### config.mk
export PLATFORM = sky130hd
export DESIGN_NAME = ldiv_floor_collect
export DESIGN_NICKNAME = d
export VERILOG_FILES = /design/src/rtl/ldiv_floor_collect.sv
export SDC_FILE = /design/constraint.sdc
export NUM_CORES = 1
export LEC_CHECK = 0
export BUFFER_PORTS_ARGS = -buffer_cell sky130_fd_sc_hd__buf_2
export CAP_MARGIN = 20
export CORE_ASPECT_RATIO = 0.8
export CORE_MARGIN = 2
export CORE_UTILIZATION = 45
export CTS_CLUSTER_SIZE = 40
export DETAILED_ROUTE_END_ITERATION = 10
export GPL_TIMING_DRIVEN = 0
export PLACE_DENSITY_LB_ADDON = 0.3
export SLEW_MARGIN = 0
export SYNTH_ARGS = -nofsm -noshare
export SYNTH_HDL_FRONTEND = slang
export SYNTH_SLANG_ARGS = --single-unit
### constraint.sdc
create_clock -name i_clk -period 5.8 [get_ports i_clk]
set_input_delay 1.16 -clock i_clk [delete_from_list [all_inputs] [get_ports i_clk]]
set_output_delay 1.16 -clock i_clk [all_outputs]
set_load 0.005 [all_outputs]
### src/rtl/ldiv_floor_collect.sv
// ldiv_floor_collect: floor-division correction of divider results, show-ahead result FIFO
// and credit issue to the divider's producer (credit = FIFO space minus results in flight).
module ldiv_floor_collect #(
    parameter int NUMERATOR_WIDTH   = 10,
    parameter int DENOMINATOR_WIDTH = 10,
    parameter int QUOTIENT_WIDTH    = 10,
    parameter int DEPTH             = 8
) (
    input  logic                         i_clk,
    input  logic                         i_rst_n,
    input  logic                         i_issue,
    output logic                         o_can_issue,
    input  logic                         i_valid,
    input  logic [QUOTIENT_WIDTH-1:0]    i_quotient,
    input  logic [NUMERATOR_WIDTH-1:0]   i_remainder,
    input  logic [DENOMINATOR_WIDTH-1:0] i_denominator,
    output logic                         o_valid,
    input  logic                         i_ready,
    output logic [QUOTIENT_WIDTH-1:0]    o_quotient,
    output logic [DENOMINATOR_WIDTH-1:0] o_modulus,
    output logic                         o_div_by_zero,
    output logic                         o_overflow
);
    localparam int NW = NUMERATOR_WIDTH;
    localparam int DW = DENOMINATOR_WIDTH;
    localparam int QW = QUOTIENT_WIDTH;
    localparam int AW = $clog2(DEPTH);
    localparam int CW = AW + 1;
    localparam int MW = (NW > DW ? NW : DW) + 1;

    logic [MW-1:0] w_rem_ext;
    logic [MW-1:0] w_mod_sum;
    logic          w_fix;
    logic [QW-1:0] w_q_next;
    logic [DW-1:0] w_mod_next;

    logic          r_s_valid;
    logic [QW-1:0] r_s_q;
    logic [DW-1:0] r_s_mod;
    logic          r_s_dz;

    logic [QW-1:0] r_mem_q [DEPTH];
    logic [DW-1:0] r_mem_m [DEPTH];
    logic          r_mem_z [DEPTH];
    logic [AW-1:0] r_wr;
    logic [AW-1:0] r_rd;
    logic [CW-1:0] r_count;
    logic [CW-1:0] r_inflight;
    logic          r_overflow;

    logic          w_full;
    logic          w_empty;
    logic          w_pop;
    logic          w_push;
    logic [CW:0]   w_used;

    // Truncated remainder carries the numerator's sign; a negative one with a
    // nonzero divisor is folded into [1, d-1] and the quotient stepped down.
    assign w_rem_ext  = MW'($signed(i_remainder));
    assign w_mod_sum  = w_rem_ext + MW'(i_denominator);
    assign w_fix      = (i_denominator != '0) && i_remainder[NW-1];
    assign w_q_next   = w_fix ? i_quotient - QW'(1) : i_quotient;
    assign w_mod_next = w_fix ? w_mod_sum[DW-1:0] : w_rem_ext[DW-1:0];

    always_ff @(posedge i_clk or negedge i_rst_n) begin
        if (!i_rst_n) begin
            r_s_valid <= 1'b0;
            r_s_q     <= '0;
            r_s_mod   <= '0;
            r_s_dz    <= 1'b0;
        end else begin
            r_s_valid <= i_valid;
            if (i_valid) begin
                r_s_q   <= w_q_next;
                r_s_mod <= w_mod_next;
                r_s_dz  <= i_denominator == '0;
            end
        end
    end

    assign w_full  = r_count == CW'(DEPTH);
    assign w_empty = r_count == '0;
    assign w_pop   = !w_empty && i_ready;
    assign w_push  = r_s_valid && (!w_full || w_pop);

    always_ff @(posedge i_clk) begin
        if (w_push) begin
            r_mem_q[r_wr] <= r_s_q;
            r_mem_m[r_wr] <= r_s_mod;
            r_mem_z[r_wr] <= r_s_dz;
        end
    end

    always_ff @(posedge i_clk or negedge i_rst_n) begin
        if (!i_rst_n) begin
            r_wr       <= '0;
            r_rd       <= '0;
            r_count    <= '0;
            r_overflow <= 1'b0;
        end else begin
            r_wr       <= r_wr + AW'(w_push);
            r_rd       <= r_rd + AW'(w_pop);
            r_count    <= r_count + CW'(w_push) - CW'(w_pop);
            r_overflow <= r_overflow || (r_s_valid && !w_push);
        end
    end

    // A return with nothing in flight is ignored rather than wrapping below zero.
    always_ff @(posedge i_clk or negedge i_rst_n) begin
        if (!i_rst_n) begin
            r_inflight <= '0;
        end else begin
            r_inflight <= (i_issue && !i_valid) ? r_inflight + CW'(1) :
                          (i_valid && !i_issue && r_inflight != '0) ? r_inflight - CW'(1) :
                          r_inflight;
        end
    end

    assign w_used        = (CW+1)'(r_inflight) + (CW+1)'(r_s_valid) + (CW+1)'(r_count);
    assign o_can_issue   = w_used < (CW+1)'(DEPTH);
    assign o_valid       = !w_empty;
    assign o_quotient    = w_empty ? '0 : r_mem_q[r_rd];
    assign o_modulus     = w_empty ? '0 : r_mem_m[r_rd];
    assign o_div_by_zero = w_empty ? 1'b0 : r_mem_z[r_rd];
    assign o_overflow    = r_overflow;
endmodule

==> impl_metrics.ini <==
[power_and_ir_drop]
power_density_nw_per_um2 = 465
ir_drop_mv = 0.187
leakage_uw = 0.00379

[cells_and_area]
instances_no_fill = 891
drive_gt1_frac = 0.273
layout.nets = 682
area_delta_synth_final_pct = 17.1
antenna_cells = 0
final_area_um2 = 10300

[setup_path]
cp_data_required_time_ns = 4.64
start_kind = flop
reg2reg_slack_ns = 3.27
critPathKind = reg2out
r2r_end = r_mem_q[3][6]
cp_max_fo = 10
reg2reg_from = r_count[2]
critPathLaunch = r_rd[1]
endpoint = o_modulus[0]
worstPathArrival_ns = 2.54
critPathCaptureType = output pin
reg2reg_depth = 9

[die]
placementRows = 45
die_y_um = 129
start_util = 0.462
die_w_um = 161
ios = 59
die-area_um2 = 20700
core_region_area_um2 = 19100

[detailed_routing]
routed_wl_um = 17400
final_antenna_net_count = 0
vias = 4824
drc = 0
routedWlPerCell_um = 19.5
drt_iter0_drc = 376
post_drt_via_cell_ratio = 5.41
first_pass_iters = 5

[place]
hpwl_um = 12600
place_congestion = 0.902
post-place-ws_ns = 2.51
dp_cells = 853
post_dp_cell_area_um2 = 9670
portBuffers = 58

[timing]
fmax_ghz = 0.270
fin_crit_sh = 0.638
period_minus_slack_ns = 3.70
slew_viol_final = 0
slew-limit-headroom = 0.373
rsz0062_at_grt = false
finalClockSkew_ns = 0.0136
setup_slack_ns = 2.10
hold_viol_final = 0
worst_pin_slew_ns = 0.941
setup_violations = 0

[synth]
synth.top_cell.area_share = 0.572
yosysSeqAreaShare = 0.677
synth_commonest_cells = edfxtp_1 (168), nor2_1 (44), mux4_2 (42), dfrtp_1 (37), ha_1 (26)
synthArstFlopShare = 0.180
ys_warn_count = 0
syn_nets = 587
synthTopCellsByArea = edfxtp_1 (57%), mux4_2 (11%), dfrtp_1 (10%)
synth.most_common_cell = edfxtp_1
synth_area_um2 = 8820
synth_top_area_cell = edfxtp_1
ys_ff_latch = 205
netlist_instances = 523
synth_enable_flop_cells = 168
synth_ff_type = edfxtp_1
synth_cell_types = 57
syn-mean-instance-area_um2 = 16.9

[clock_network]
root_buffer = clkbuf_16
cts_max_path_buffers = 3
numClockSinks = 205
post_cts_buffers = 0
cts_inserted_buffers = 21
cts_tree = done
cts_resized = 0
hold_buffers = 0
cts.clk_slew.worst_paths_ns = 0.06
h-tree-depth = 1
clk_latency_ns = 0.49

[global_route]
grt_max_degree = 38
overflow = 0
grt_pass1_wl_um = 27800
grt_use_total = 0.175
antenna_found_initial = 0
grt_pass1_vias = 4966

[worst_hold_path]
min_path_type = reg2reg

[status]
outcome = complete, no violations

[run]
maxCapViolCount = 0
==> flip-flops by register name (all words and copies together), names as in the netlist <==
register,cells
o_overflow,1
r_count,4
r_inflight,4
r_mem_m,80
r_mem_q,80
r_mem_z,8
r_rd,3
r_s_dz,1
r_s_mod,10
r_s_q,10
r_s_valid,1
r_wr,3
==> area by class of cell <==
type / instances / area [um^2]
fill: 1522 / 8760
sequential: 205 / 5970
multi-input combinational: 279 / 2690
clock buffer: 24 / 537
timing repair buffer: 72 / 493
tap: 258 / 323
buffer: 22 / 131
clock inverter: 14 / 118
inverter: 17 / 65.1
==> routing by layer <==
| layer | vias to the layer above | global-route usage | part of all wire |
|---|---|---|---|
| li1 | 2236 | - | - |
| met1 | 2414 | 0.248 | 0.46 |
| met2 | 143 | 0.292 | 0.47 |
| met3 | 31 | 0.0275 | 0.052 |
| met4 | 0 | 0.0371 | 0.018 |
| met5 | - | 0 | 0 |
==> kinds of logic after synthesis <==
group / count (synthesis) / share of synthesized area
mux: 66 / 0.135
flops: 205 / 0.677
fa+ha+maj: 29 / 0.0437
buf+inv: 39 / 0.0223
simple gates: 106 / 0.0597
compound gates: 59 / 0.0434
xor+xnor: 19 / 0.0189
==> per-stage QoR <==
step                power, uW  TNS (ns)  hold WS [ns]   util
detailed placement       3600         0         0.457  0.507
global placement         3490     -4.92         0.449  0.494
CTS                      4870         0         0.471  0.541
finish                   4800         0         0.467  0.541
global route             5090         0         0.510  0.541
floorplan                3010         0         0.460      -
==> worst min path at each step <==
stage	end	depth (start not counted)	startpoint	slack, ns
final	o_overflow	1	o_overflow	0.47
after global routing	o_overflow	1	o_overflow	0.51
after CTS	o_overflow	1	o_overflow	0.47
after detailed placement	o_overflow	1	o_overflow	0.46
after global placement	o_overflow	1	o_overflow	0.45
after floorplan	o_overflow	1	o_overflow	0.46
==> worst max-delay path, stage by stage (launching register included) <==
cell,delay (ns)
dfrtp_1,0.35
clkbuf_1,0.24
clkbuf_1,0.59
mux4_2,0.42
mux2i_1,0.21
nor2_1,0.07
buf_2,0.16
==> where the power goes <==
group | total (uW) | switching [uW] | internal, uW
clock network | 1270 | 516 | 752
logic | 1500 | 771 | 730
registers | 2040 | 150 | 1890
==> cells in the final DEF (no fill, tap or decap), types with 7 or more instances in the layout <==
cell type	n
a21o_1	8
a21oi_1	17
a31oi_1	7
buf_2	62
buf_4	7
clkbuf_1	13
clkbuf_16	21
dfrtp_1	37
edfxtp_1	168
ha_1	26
inv_1	15
mux2i_1	21
mux4_2	42
nand2_1	16
nand3_1	7
nor2_1	41
o21ai_1	7
xor2_1	14
Power figures use the tool's default switching activity.
